## src/rtl/pmem_arbiter_rr.sv

```systemverilog
// N-channel arbiter in front of a single physical-memory port.
// Round-robin or fixed priority, one transaction in flight, registered pmem controls.
module pmem_arbiter_rr #(
    parameter int NUM_CH = 2,
    parameter int ADDR_W = 32,
    parameter int LINE_W = 256,
    parameter bit RR_EN  = 1'b1
) (
    input  logic                     clk,
    input  logic                     rst,
    input  logic [NUM_CH-1:0]        ch_read,
    input  logic [NUM_CH-1:0]        ch_write,
    input  logic [NUM_CH*ADDR_W-1:0] ch_addr,
    input  logic [NUM_CH*LINE_W-1:0] ch_wdata,
    output logic [LINE_W-1:0]        ch_rdata,
    output logic [NUM_CH-1:0]        ch_resp,
    output logic                     pmem_read,
    output logic                     pmem_write,
    output logic [ADDR_W-1:0]        pmem_address,
    output logic [LINE_W-1:0]        pmem_wdata,
    input  logic [LINE_W-1:0]        pmem_rdata,
    input  logic                     pmem_resp,
    output logic                     busy
);

    localparam int CH_W = (NUM_CH > 1) ? $clog2(NUM_CH) : 1;

    typedef enum logic [1:0] {
        IDLE,
        GRANT,
        DONE
    } state_t;

    state_t              state;
    logic [CH_W-1:0]     owner;
    logic [CH_W-1:0]     rr_ptr;
    logic [CH_W-1:0]     win;
    logic [NUM_CH-1:0]   req;
    logic                any_req;
    logic [ADDR_W-1:0]   addr_a  [NUM_CH];
    logic [LINE_W-1:0]   wdata_a [NUM_CH];

    assign req     = ch_read | ch_write;
    assign any_req = |req;

    always_comb begin
        for (int i = 0; i < NUM_CH; i++) begin
            addr_a[i]  = ch_addr[i*ADDR_W +: ADDR_W];
            wdata_a[i] = ch_wdata[i*LINE_W +: LINE_W];
        end
    end

    // Scan from the highest offset down so the closest requester to the start wins.
    always_comb begin : pick_c
        int idx;
        idx = 0;
        win = '0;
        for (int k = NUM_CH - 1; k >= 0; k--) begin
            idx = k + (RR_EN ? int'(rr_ptr) : 0);
            if (idx >= NUM_CH)
                idx = idx - NUM_CH;
            if (req[idx])
                win = CH_W'(idx);
        end
    end

    always_ff @(posedge clk or posedge rst) begin
        if (rst) begin
            state        <= IDLE;
            owner        <= '0;
            rr_ptr       <= '0;
            pmem_read    <= 1'b0;
            pmem_write   <= 1'b0;
            pmem_address <= '0;
            pmem_wdata   <= '0;
            ch_rdata     <= '0;
            ch_resp      <= '0;
            busy         <= 1'b0;
        end else begin
            unique case (state)
                IDLE: begin
                    if (any_req) begin
                        owner        <= win;
                        pmem_address <= addr_a[win];
                        pmem_wdata   <= wdata_a[win];
                        pmem_write   <= ch_write[win];
                        pmem_read    <= ch_read[win] & ~ch_write[win];
                        busy         <= 1'b1;
                        state        <= GRANT;
                    end
                end
                GRANT: begin
                    if (pmem_resp) begin
                        if (pmem_read)
                            ch_rdata <= pmem_rdata;
                        pmem_read  <= 1'b0;
                        pmem_write <= 1'b0;
                        ch_resp    <= NUM_CH'(1) << owner;
                        state      <= DONE;
                    end
                end
                DONE: begin
                    ch_resp <= '0;
                    busy    <= 1'b0;
                    if (RR_EN)
                        rr_ptr <= (owner == CH_W'(NUM_CH - 1)) ? '0 : owner + CH_W'(1);
                    state   <= IDLE;
                end
                default: state <= IDLE;
            endcase
        end
    end

endmodule

```

## config.mk

```make
export PLATFORM = sky130hd
export DESIGN_NAME = pmem_arbiter_rr
export DESIGN_NICKNAME = d
export VERILOG_FILES = /design/src/rtl/pmem_arbiter_rr.sv
export SDC_FILE = /design/constraint.sdc
export NUM_CORES = 1
export LEC_CHECK = 0
export ABC_CLOCK_PERIOD_IN_PS = 68900
export CAP_MARGIN = 10
export CORE_AREA = 2 2 542 544
export CTS_CLUSTER_DIAMETER = 40
export DETAILED_ROUTE_END_ITERATION = 16
export DIE_AREA = 0 0 544 546
export GPL_TIMING_DRIVEN = 0
export PLACE_DENSITY = 0.37
export SLEW_MARGIN = 20
export SYNTH_ARGS = -nofsm -noshare
export SYNTH_HDL_FRONTEND = slang
export SYNTH_SLANG_ARGS = --single-unit
```

## constraint.sdc

```tcl
create_clock -name clk -period 68.9 [get_ports clk]
set_input_delay 20.67 -clock clk [delete_from_list [all_inputs] [get_ports clk]]
set_output_delay 20.67 -clock clk [all_outputs]
set_load 0.1 [all_outputs]
```

==> metrics.txt, run 1 <==
Place WS=44450 ps; hold_buf cts=0; root buffer selected by CTS=clkbuf_16; worst-path fanout max=10; first-pass GRT wire length=307000 um; Warnings, synthesis=0; status=complete, no violations; vias in the first global route=25700; CP Capture Type=flop; Hold Path Depth=2; Clock Path Buffers=4; Reg-to-Reg Start=rr_ptr; Die W=544 um; Initial Utilization=0.0778; Register Area=0.0138 mm^2; RSZ-0062 raised after global routing=false; PostCTS Resize Cnt=0; CTS Buf Count=around 160; Post-Route WL=between 200000 and 300000 um; Fin. Hold Viols=0; Hold Startpoint=busy; postcts setup bufs=0; IO Count=1388; Setup TNS=0 ps; WHS=475 ps; Tmin final=23390 ps; Detailed Route Iter0 Violations=1346; reg2reg end=pmem_wdata[251]; final worst path period share=0.339; DRC=0; number of synthesized flops with an enable pin=0; Avg Cell Area, Syn=10.6 um^2; via count=24700; top post-synthesis cells by area=dfrtp_1, a21oi_1, mux2_2; die footprint=0.297 mm^2; Rows=199; Slew HR=0.183; synth-to-layout area growth=104%; max-slew violations=0; layout net count=4544; WS Path Type=input port to flop; drt pass-1 iters=5; clock skew=73.9 ps; worst-margin pin slew=about 1200 ps; routed vias/inst=approximately 3.2; all-layer global routing usage=0.163; prevailing post-synth register cell=dfrtp_1; number of port buffers=1387; maxcap violations=0; post-synth top area cell=dfrtp_1; Post-Syn Instances=2154; Final HPWL DP=219000 um; FMAX=42.8 MHz; Worst-path clk slew=40 ps; Hold Path End=busy; Post-synth top cells=a21oi_1, dfrtp_1, nand2_1, nor2_1, mux2_2; Fillers=32900; antenna-violating nets left=0; Startpoint Class=input port; initial antenna violation count=232; Hold Path Class=flop to flop; grt total ovfl=0; GP Congestion=0.923; CTS tree=built; crit path DAT=24060 ps; clock latency on the worst-skew pair=860 ps; core area=0.292 mm^2; area used by multi-input combinational logic=0.00816 mm^2; Util after Layout=0.159; R2R depth=6; Chip Height=546 um; Syn Nets=2993; register area share after synthesis=0.609; Setup WS post-layout=45510 ps; synth unique cells=28; clock sink total=553; WL/cell=32.0 um; final setup fails=0; synthesized area=0.0227 mm^2; Yosys top cell area share=0.609; largest net degree at the start of global routing=86; R2R Setup Slk=approximately 66000 ps; H-tree level count=4; flops & latches, synth=553; Worst Path Required=roughly 70000 ps; fraction of layout instances using a drive strength above 1=0.199; most common cell in the netlist=a21oi_1; ys async rst share=1.00
## cells in the final DEF (no fill, tap or decap), types with 2 or more instances in the layout
cell / synthesis / routed
clkinv_8: 0 / 4
buf_6: 4 / 4
clkbuf_16: 0 / 156
o21ai_0: 5 / 5
mux2_1: 27 / 27
clkinv_2: 0 / 38
a21oi_2: 0 / 9
clkbuf_1: 41 / 60
clkinv_4: 0 / 5
nand2_1: 298 / 298
nand2b_1: 2 / 2
a21oi_1: 577 / 568
clkbuf_2: 0 / 5
diode_2: 0 / 63
nor2_1: 289 / 289
inv_16: 0 / 3
inv_1: 3 / 2
clkinvlp_4: 0 / 6
mux2_2: 229 / 229
inv_6: 0 / 2
dfrtp_1: 553 / 553
clkinv_16: 0 / 3
buf_1: 8 / 8
clkbuf_8: 0 / 21
buf_2: 102 / 248
clkdlybuf4s50_1: 0 / 1240
buf_16: 0 / 6
a22o_1: 2 / 2
bufinv_16: 0 / 16
## registers in the layout, indices dropped and copies added, names as in the netlist
name / cells
owner: 1
ch_resp: 2
pmem_wdata: 256
pmem_read: 1
ch_rdata: 256
state: 2
pmem_address: 32
rr_ptr: 1
busy: 1
pmem_write: 1
## per-layer routing
layer	vias up	part of all wire	track usage
li1	10600	-	-
met1	12000	0.39	0.186
met2	1523	0.43	0.250
met3	447	0.15	0.113
met4	140	0.020	0.0299
met5	-	0.0037	0
## worst max path at each step
stage	from	endpoint	slack (ps)	cells past startpoint
floorplan	rst	busy	32770	1
global placement	rst	pmem_wdata[126]	22100	2
CTS	ch_write[1]	pmem_wdata[251]	45310	8
finish	ch_write[1]	pmem_wdata[251]	45510	8
global route	ch_write[1]	pmem_wdata[251]	45330	8
detailed placement	ch_write[1]	pmem_wdata[253]	44450	8
## logic make-up (layout without fill, tap and decap cells)
| kind of cell | Yosys count | after routing | share of synthesized area |
|---|---|---|---|
| multiplexers | 256 | 256 | 0.127 |
| other | 0 | 63 | 0 |
| buffers and inverters | 160 | 1830 | 0.0335 |
| flip-flops | 553 | 553 | 0.609 |
| AND/OR/NAND/NOR | 594 | 594 | 0.0988 |
| AO/OA/AOI/OAI | 591 | 591 | 0.132 |
## through the flow
step                instances  area, um^2
global route             7747       46300
global placement         7460       41500
detailed placement       7466       41000
CTS                      7743       46300
finish                   7806       46400
floorplan                2154       22700
## area by class of cell
| class | instances | area share |
|---|---|---|
| well taps | 3919 | 0.106 |
| clock inverters | 77 | 0.0214 |
| repair buffers | 1393 | 0.287 |
| diodes | 63 | 0.00340 |
| plain buffers | 156 | 0.0162 |
| multi-input cells | 1441 | 0.176 |
| inverters | 4 | 0.000485 |
| clock buffers | 200 | 0.0922 |
| flip-flops and latches | 553 | 0.298 |
## critical path, stage by stage
cell             delay [ps]
clkdlybuf4s50_1         450
or2_1                   240
clkbuf_1                150
nand2_1                 610
buf_2                   680
buf_1                   890
nand2_1                 160
a21oi_1                 170
Power of run 1 is not shown: default switching activity piles up to over one toggle a cycle in this logic, so the estimate is an artifact.
==> run 2, diff against run 1 <==
ABC_CLOCK_PERIOD_IN_PS = 21900   (was 68900)
CORE_AREA = 2 2 547 549   (was 2 2 542 544)
DIE_AREA = 0 0 549 551   (was 0 0 544 546)
clock period = 21.9 ns   (was 68.9 ns; I/O delays follow)
==> run 2 against run 1 <==
Worst hold slack improved by 2.9 ps. Register-to-register slack got worse by 47000 ps. Critical path depth fell by 7. Via count rose by 1.6%. Global-route usage fell by 0.18 points. Die area rose by 1.8%. Design area rose by 1.6%. Flip-flop and latch count did not move. Critical endpoint is now ch_rdata[60]. Sequential share of layout area fell by 0.46 points. Clock skew fell by 19 ps. Worst setup slack got worse by 33000 ps. Count of clock-buffer cells in the layout rose by 1.
==> metrics.txt, run 2 (synthesis results as in run 1) <==
status=complete, no violations; CTS tree=built; most frequent cells in the layout=clkdlybuf4s50_1, a21oi_1, dfrtp_1; CP delay by family, top=buffers and inverters; postcts setup bufs=0; clock skew=54.8 ps; max-slew violations=0; CP Capture Type=output port; maxcap violations=0; all-layer global routing usage=0.162; antenna-violating nets left=0; Detailed Route Iter0 Violations=roughly 1400; Clock Path Buffers=4; CP max-delay cell=clkdlybuf4s50_1; initial antenna violation count=272; Startpoint Class=flop; Setup TNS=0 ps; CTS Buf Count=161; root buffer selected by CTS=clkbuf_16; crit-path cells=clkdlybuf4s50_1; final worst path period share=0.415; most common cell after layout, fill and taps aside=clkdlybuf4s50_1; FMAX=110 MHz; PostCTS Resize Cnt=0; crit-path max cell delay=roughly 1200 ps; GP Congestion=0.926; via count=25100; Worst Path Required=15330 ps; CP bufs+invs=1; Post-Route WL=253000 um; WHS=478 ps; top flop regs=ch_rdata x256, pmem_wdata x256, pmem_address x32; H-tree level count=4; crit path DAT=2520 ps; vias in the first global route=25700; first-pass GRT wire length=309000 um; routed vias/inst=3.19; Register Area=0.0138 mm^2; synth-to-layout area growth=107%; WS Path Type=flop to output port; DRC=0; Hold Path Class=flop to flop; worst-margin pin slew=1260 ps; layout net count=4565; clock sink total=approximately 550; Layout Cells excl Fill=7869; hold_buf cts=0; Fin. Hold Viols=0; Die W=~550 um; fraction of layout instances using a drive strength above 1=0.205; Chip Height=~550 um; WL/cell=between 30 and 40 um; final setup fails=0; core area=0.296 mm^2; RSZ-0062 raised after global routing=false; worst-path fanout max=2; drt pass-1 iters=5; largest net degree at the start of global routing=32; Initial Utilization=0.0767; Rows=200; Slew HR=0.159; Final HPWL DP=222000 um; die footprint=0.302 mm^2; Cells after DPL=approximately 7500; Worst-path clk slew=50 ps; area used by multi-input combinational logic=between 0.008 and 0.009 mm^2; grt total ovfl=0; number of port buffers=1387; clock latency on the worst-skew pair=830 ps; Fillers=33300; Tmin final=9090 ps; IO Count=1388
## run 2: cell types whose count changed in the layout (fill, tap and decap cells not counted), sizes merged
cell           change
clkinv             -2
clkinvlp          +11
diode             +10
buf               +15
bufinv             +7
clkdlybuf4s50      +2
## run 2: layer usage
layer | wire (um) | vias up | track usage
met5 | 1300 | - | 0
met4 | 7510 | 196 | 0.0442
met3 | 42500 | 559 | 0.124
met2 | 108000 | 1641 | 0.245
met1 | 93700 | 12100 | 0.174
li1 | - | 10600 | -
## run 2: area by class of cell
| class | count | share of cell area |
|---|---|---|
| inverter | 4 | 0.000398 |
| clock buffer | 201 | 0.0939 |
| clock inverter | 93 | 0.0267 |
| sequential | 553 | 0.294 |
| tap | 3939 | 0.105 |
| antenna | 73 | 0.00387 |
| timing repair buffer | 1409 | 0.289 |
| buffer | 156 | 0.0159 |
| multi-input combinational | 1441 | 0.172 |
## run 2: through the flow
step,setup WS (ps),cell area (um^2),util
6_report,12810,47100,0.159
4_1_cts,12440,47000,0.159
3_5_place_dp,11540,41300,0.139
3_3_place_gp,2150,41500,0.140
2_1_floorplan,7800,22700,-
5_1_grt,12460,47000,0.159
## run 2: worst paths after layout
path | startpoint | to | slack (ps) | cells past startpoint
setup / recovery | ch_rdata[60] | ch_rdata[60] | 12810 | 1
hold / removal | busy | busy | 480 | 2
setup reg to reg | rr_ptr | pmem_wdata[251] | 18830 | 6
hold reg to reg | busy | busy | 480 | 2
max in group asynchronous | rst | pmem_wdata[153] | 13710 | 9
min in group asynchronous | rst | ch_rdata[7] | 6110 | 2
## run 2: worst register-to-register path: stages, from the launching register on
cell	delay [ps]
dfrtp_1	400
o21bai_1	190
nand2_2	460
buf_2	690
buf_1	790
nand2_1	280
a21oi_1	200
Power of run 2 is left out for the same reason.
